--- src/rtl/instr_fetch.sv ---
// Instruction fetch stage for the multicycle MIPS core.
// Owns the PC, performs one Avalon-MM read per fetch request, optionally byte-swaps the returned
// word, and presents it to the IR with a one-cycle valid strobe. Branch/jump targets take effect
// after the delay slot; execution stops (active_o low) once the PC reaches HALT_ADDR.
module instr_fetch #(
  parameter logic [31:0] RESET_VECTOR = 32'hBFC00000,
  parameter logic [31:0] HALT_ADDR    = 32'h00000000,
  parameter bit          BYTE_SWAP    = 1'b1
) (
  input  logic        clk,
  input  logic        reset_ni,
  // Controller interface
  input  logic        fetch_i,
  input  logic        advance_i,
  input  logic        jump_i,
  input  logic [31:0] jump_target_i,
  output logic [31:0] pc_o,
  // Avalon-MM read master
  output logic [31:0] address_o,
  output logic        read_o,
  input  logic        waitrequest_i,
  input  logic [31:0] readdata_i,
  // Instruction register interface
  output logic [31:0] instr_o,
  output logic        instr_valid_o,
  // Status
  output logic        active_o,
  output logic        fault_o
);

  typedef enum logic [1:0] {
    StIdle,
    StReq,
    StValid
  } state_e;

  state_e      state_q, state_d;
  logic [31:0] pc_q, pc_d;
  logic [31:0] instr_q, instr_d;
  logic        active_q, active_d;
  logic        fault_q, fault_d;
  logic        delay_pending_q, delay_pending_d;
  logic [31:0] delay_target_q, delay_target_d;

  logic        in_idle;
  logic        fetch_req;
  logic        pc_aligned;
  logic        advance_go;
  logic        fetch_go;
  logic        fault_set;
  logic        capture;
  logic [31:0] pc_next_seq;
  logic [31:0] rd_swapped;

  // Decode controller requests; advance takes priority over fetch in the same cycle.
  always_comb begin
    in_idle    = (state_q == StIdle);
    pc_aligned = (pc_q[1:0] == 2'b00);
    advance_go = in_idle && advance_i && active_q;
    // A fetch is only considered when no advance competes and execution is live and fault-free.
    fetch_req  = in_idle && fetch_i && !advance_i && active_q && !fault_q;
    fetch_go   = fetch_req && pc_aligned;
    fault_set  = fetch_req && !pc_aligned;
    capture    = (state_q == StReq) && !waitrequest_i;
  end

  // Byte-order adaptation of the bus word.
  always_comb begin
    if (BYTE_SWAP) begin
      rd_swapped = {readdata_i[7:0], readdata_i[15:8], readdata_i[23:16], readdata_i[31:24]};
    end else begin
      rd_swapped = readdata_i;
    end
  end

  // FSM state register.
  always_ff @(posedge clk or negedge reset_ni) begin
    if (!reset_ni) begin
      state_q <= StIdle;
    end else begin
      state_q <= state_d;
    end
  end

  // FSM next-state: one read per fetch, then a single valid cycle.
  always_comb begin
    state_d = state_q;
    unique case (state_q)
      StIdle: begin
        if (fetch_go) begin
          state_d = StReq;
        end
      end
      StReq: begin
        if (!waitrequest_i) begin
          state_d = StValid;
        end
      end
      StValid: begin
        state_d = StIdle;
      end
      default: begin
        state_d = StIdle;
      end
    endcase
  end

  // FSM outputs: read held for the whole request phase, strobe for the one valid cycle.
  always_comb begin
    read_o        = (state_q == StReq);
    instr_valid_o = (state_q == StValid);
  end

  // Next PC / delay-slot bookkeeping.
  always_comb begin
    pc_next_seq     = pc_q + 32'd4;
    pc_d            = pc_q;
    delay_pending_d = delay_pending_q;
    delay_target_d  = delay_target_q;
    active_d        = active_q;
    if (advance_go) begin
      // A pending target consumes this advance; otherwise step sequentially (wraps at 2^32).
      if (delay_pending_q) begin
        pc_d = delay_target_q;
      end else begin
        pc_d = pc_next_seq;
      end
      // A jump retiring in a delay slot still arms its own target for the next advance.
      if (jump_i) begin
        delay_pending_d = 1'b1;
        delay_target_d  = jump_target_i;
      end else begin
        delay_pending_d = 1'b0;
      end
      if (pc_d == HALT_ADDR) begin
        active_d = 1'b0;
      end
    end
  end

  // Instruction capture and sticky fault.
  always_comb begin
    instr_d = instr_q;
    fault_d = fault_q;
    if (capture) begin
      instr_d = rd_swapped;
    end
    if (fault_set) begin
      fault_d = 1'b1;
    end
  end

  // Datapath registers.
  always_ff @(posedge clk or negedge reset_ni) begin
    if (!reset_ni) begin
      pc_q            <= RESET_VECTOR;
      instr_q         <= 32'h0;
      active_q        <= 1'b1;
      fault_q         <= 1'b0;
      delay_pending_q <= 1'b0;
      delay_target_q  <= 32'h0;
    end else begin
      pc_q            <= pc_d;
      instr_q         <= instr_d;
      active_q        <= active_d;
      fault_q         <= fault_d;
      delay_pending_q <= delay_pending_d;
      delay_target_q  <= delay_target_d;
    end
  end

  // Registered values driven straight out; the bus address always tracks the PC.
  always_comb begin
    pc_o      = pc_q;
    address_o = pc_q;
    instr_o   = instr_q;
    active_o  = active_q;
    fault_o   = fault_q;
  end

endmodule
--- config.mk ---
export PLATFORM = sky130hd
export DESIGN_NAME = instr_fetch
export DESIGN_NICKNAME = d
export VERILOG_FILES = /design/src/rtl/instr_fetch.sv
export SDC_FILE = /design/constraint.sdc
export NUM_CORES = 1
export LEC_CHECK = 0
export BUFFER_PORTS_ARGS = -buffer_cell sky130_fd_sc_hd__buf_2
export CAP_MARGIN = 20
export CORE_ASPECT_RATIO = 1.25
export CORE_MARGIN = 2
export CORE_UTILIZATION = 41
export CTS_BUF_LIST = sky130_fd_sc_hd__clkbuf_4 sky130_fd_sc_hd__clkbuf_8 sky130_fd_sc_hd__clkbuf_16
export DETAILED_ROUTE_END_ITERATION = 8
export PLACE_DENSITY = 0.67
export SLEW_MARGIN = 20
export SYNTH_ARGS = -nofsm -noshare
export SYNTH_HDL_FRONTEND = slang
export SYNTH_SLANG_ARGS = --single-unit
--- constraint.sdc ---
create_clock -name clk -period 5.52 [get_ports clk]
set_input_delay 0.276 -clock clk [delete_from_list [all_inputs] [get_ports clk]]
set_output_delay 0.276 -clock clk [all_outputs]
set_load 0.005 [all_outputs]
# After elaboration in Yosys (flattened, before gate mapping)
# Cells that the tools add are included.
# classes
addsub,1
multipliers,0
div_mod_pow,0
order_cmp,0
eq_ne,4
shifts,0
n_mux,6
n_bitwise,0
n_reduce_logical,19
# ops
operator,n
32-bit 2-to-1 mux,2
32-bit by 3-bit adder with 32-bit output (second input constant),1
32-bit logical NOT,1
1-bit logical AND,9
2-bit AND reduction,3
1-bit logical NOT,4
2-bit logical NOT,2
2-bit 2-to-1 mux,2
2-bit case mux with 2 select lines,1
2-bit by 1-bit == test with 1-bit output (second input constant),1
2-bit == test (second input constant),1
2-bit by 1-bit inequality test with 1-bit output (second input constant),1
2-bit inequality test (second input constant),1
1-bit 2-to-1 mux,1
# word_totals
reg_bits,101
latchBits,0
ramBits,0
mem_bits_ro,0
output_inout_bits,100
word_cells,37
memories,0

# Logic depth before layout (Yosys ltp)
# depth
depth_word,8
mapped_depth,9
ltp_nobuf,8

# Worst setup path before layout
# OpenSTA, ideal clock, no wires.
# synth_path
path_type,register -> register
startpoint,"reg pc_q[3], in the netlist address_o[3]"
endpoint,"reg active_q, in the netlist active_o"
setup_ns,0.088
arrival_time_ns,2.150
required_ns,5.432
slack_ns,3.282
stages_incl_launch_ff,10
path_cell_list,dfrtp_1 -> ha_1 -> and3_1 -> clkbuf_1 -> nand4_1 -> o31a_1 -> o31ai_1 -> nand4_1 -> nor3_2 -> a31oi_1
# synth_via
elab_chain_len,5
# synth_rtl
item,line,text
from (decl),38,"logic [31:0] pc_q, pc_d;"
from (signal assigned),163,pc_q <= pc_d;
32-bit by 3-bit adder with 32-bit output,116,pc_next_seq = pc_q + 32'd4;
32-bit 2-to-1 mux,123,if (delay_pending_q) begin
32-bit 2-to-1 mux,121,if (advance_go) begin
32-bit logical NOT,135,if (pc_d == HALT_ADDR) begin
2-bit AND reduction (no line),n/a,
to (signal assigned),165,active_q <= active_d;
to (decl),40,"logic active_q, active_d;"
# No other way between the ends. The select of a mux whose other input is x is not followed.
# A chain may end at the register's enable or synchronous reset.

# Worst setup path in the final report
# layout_path
startpoint,"reg pc_q[2], in the netlist address_o[2]"
endpoint,"reg active_q, in the netlist active_o"
# The elaborated chain is that of the path after synthesis.

==> flow_summary.json <==
{
  "outcome": "finished, final reports clean",
  "clk_pin_slew_ns": 0.07,
  "nNetsFinal": 701,
  "cts_resized": 0,
  "hold_depth": 2,
  "synth_largest_area_cell": "dfrtp_1",
  "cp_cell_sequence": "ha_1, nand3_1, nor4_2, xor2_1, o31ai_1, o2111ai_1, nor3_2, a31oi_1",
  "required_ns": 5.78,
  "grt_pass1_wl_um": 22400,
  "synthXorXnorAreaFrac": 0.0197,
  "cts-buffers-inserted": 9,
  "dominantRegCellSynth": "dfrtp_1",
  "period_needed_ns": 2.75,
  "cap_violations": 0,
  "overflow": 0,
  "row_count": 46,
  "synth_fp_nets": 584,
  "fin_crit_sh": 0.498,
  "crit_path_top_delay_cell": "nor4_2",
  "dieHeight_um": 132,
  "max-vdd-ir-drop_v": 0.000251,
  "setup_tns_ns": 0,
  "critPathTopFamily": "simple AND/OR/NAND/NOR gates",
  "rsz0062_at_grt": "no",
  "gp_congestion": 0.965,
  "reg2reg_slack_ns": 2.77,
  "htree_levels": 3,
  "rr_worst_depth": 8,
  "synth_top_family_by_area": "multiplexers",
  "ant_nets": 0,
  "drt_iter0_drc": 318,
  "via_per_inst": 5.52,
  "worstMarginPinSlew_ns": 0.899,
  "clk_latency_ns": 0.34,
  "synthAdderAreaFrac": 0.00234,
  "core_area_um2": 12700,
  "synthTopCellsByArea": "dfrtp_1 43%, mux2_2 14%, dfstp_2 4.9%",
  "wl_per_cell_um": 17.2,
  "grt_antenna_before_repair": 0,
  "leakage_nw": 2.89,
  "min_to": "state_q[1]",
  "start_util": 0.420,
  "synth_compound_area_frac": 0.123,
  "final_layout_size_suffix_gt1_frac": 0.446,
  "yosys-mux-area-fraction": 0.153,
  "min-delay-start": "waitrequest_i",
  "synth.yosys.warnings": 0,
  "relSlewSlack": 0.401,
  "wirelength_um": 13800,
  "ys_seq_area_frac": 0.475,
  "synth_cell_types": 54,
  "ys_async_sr_fraction": 1.00,
  "drc": 0,
  "grt_util_all_layers": 0.202,
  "cp-start-kind": "flip-flop",
  "io_buffer_count": 169,
  "numClockSinks": 101,
  "crit_fanout": 11,
  "synth-seq-cells": 101,
  "die_w_um": 106,
  "synthSimpleGateAreaFrac": 0.147,
  "critical_path.max_stage_delay_ns": 0.56,
  "cts_root_buf": "clkbuf_16",
  "synth_edf_count": 0,
  "avgSynthCellArea_um2": 10.4,
  "hold_viol": 0,
  "setup_viol": 0,
  "hp-class": "in2reg",
  "worstReg2RegStart": "address_o[2]",
  "synth_top_area_frac": 0.426,
  "max_clock_freq_mhz": 364,
  "synthCells": 513,
  "antennaDiodeCount": 0,
  "arrival_ns": 3.01,
  "cts_buffer_depth": 2,
  "area_delta_synth_final_pct": 19.1,
  "critPathKind": "reg2reg",
  "end_kind": "flip-flop",
  "vias": 4429,
  "grt_pass1_vias": 4335,
  "hold_slack_ns": 0.115,
  "clock_skew_ns": 0.00600,
  "io_pins": 170,
  "dpl.hpwl_um": 10300,
  "p_per_area_nw_per_um2": 516,
  "crit_buf_inv": 0,
  "maxSlewViolCount": 0,
  "firstDrtPassIters": 5,
  "r2r-end": "active_o",
  "syn-cell-area_um2": 5340,
  "grt_max_degree": 73,
  "cts_tree": "done",
  "dieArea_um2": 14000
}
## worst reg2reg max path, delay by kind of cell, from the launching register on
kind                     cells  cell delay, ns
XOR/XNOR                     1            0.14
flip-flops                   1            0.54
adder cells (fa/ha/maj)      1            0.33
AO/OA/AOI/OAI                3            0.60
AND/OR/NAND/NOR              3            1.05
## placed cells by master, fill, tap and decap left out, drive strengths merged, types with 2 or more instances in the layout
cell type    n
nand4       12
dfrtp       91
a21oi       20
nand2b       6
o31a         4
dfstp       10
o2111ai      2
nor4        13
mux2i        4
xor2         6
or4          2
mux2        69
o31ai        8
nand3       14
nor2b        3
o22ai        3
a22oi        6
clkbuf      13
a31oi        8
and3         8
and4         8
xnor2        6
buf        174
o21ai       46
inv          9
nand2       34
nor2        26
o22a         2
nor3        11
a32oi        3
## stage by stage
step / total power, W / worst slack, ns / utilization / cells / area (µm²)
finish: 0.00328 / 2.77 / 0.500 / 803 / 6360
global route: 0.00351 / 2.52 / 0.500 / 803 / 6360
CTS: 0.00331 / 2.80 / 0.500 / 803 / 6360
detailed placement: 0.00264 / 2.81 / 0.476 / 786 / 6050
global placement: 0.00261 / 2.92 / 0.476 / 786 / 6050
floorplan: 0.00222 / 3.28 / - / 513 / 5340
## registers in the layout, indices dropped and copies added, names as in the netlist
register	cells
instr_o	32
state_q	2
fault_o	1
delay_pending_q	1
address_o	32
active_o	1
delay_target_q	32
## report_power, final
group | internal, W | switching [W] | leakage, nW | total [W]
Combinational | 0.000607 | 0.000549 | 1.53 | 0.00116
Sequential | 0.00108 | 0.000401 | 1.20 | 0.00148
Clock | 0.000380 | 0.000269 | 0.154 | 0.000650
Total | 0.00206 | 0.00122 | 2.89 | 0.00328
## layout make-up
type | instances | area [µm²]
clock buffer | 13 | 262
multi-input combinational | 335 | 2380
tap | 168 | 210
fill | 1158 | 6360
clock inverter | 3 | 43.8
timing repair buffer | 175 | 896
inverter | 8 | 30.0
sequential | 101 | 2540
## cell families after synthesis
group                      Yosys count
adders and majority gates            1
muxes                               73
AOI/OAI and AO/OA                  108
buffers and inverters               77
and+or+nand+nor                    141
xor gates and xnor gates            12
DFF                                101
## metal layers
metal / vias to the layer above / GRT usage / wire length (µm)
li1: 2070 / - / -
met1: 2129 / 0.254 / 5690
met2: 205 / 0.332 / 6770
met3: 25 / 0.0441 / 1020
met4: 0 / 0.0863 / 364
met5: - / 0 / 0
## how the worst max path moves through the flow
stage / from / end / slack, ns / cells after the start
after floorplan: address_o[3] / active_o / 3.28 / 9
after global placement: active_o / delay_target_q[20] / 2.92 / 6
after detailed placement: address_o[2] / active_o / 2.81 / 8
after CTS: address_o[2] / active_o / 2.80 / 8
after global routing: address_o[2] / active_o / 2.52 / 8
final: address_o[2] / active_o / 2.77 / 8
## synth_stat cells, drive strengths merged (2+ instances only)
cell type  number
a21oi          20
a22oi           6
a31oi           8
a32oi           3
and3            8
and4            8
buf            46
clkbuf         23
dfrtp          91
dfstp          10
inv             8
mux2           69
mux2i           4
nand2          34
nand2b          6
nand3          14
nand4          12
nor2           26
nor2b           3
nor3           11
nor4           13
o2111ai         2
o21ai          46
o22a            2
o22ai           3
o31a            4
o31ai           8
or4             2
xnor2           6
xor2            6
## what timing repair did
action / in CTS / in global routing
endpoints found under the hold margin: 29 / 0
setup buffers: 0 / 0
hold buffers: 1 / 0
Note: power is estimated with default switching activity, not from simulation.
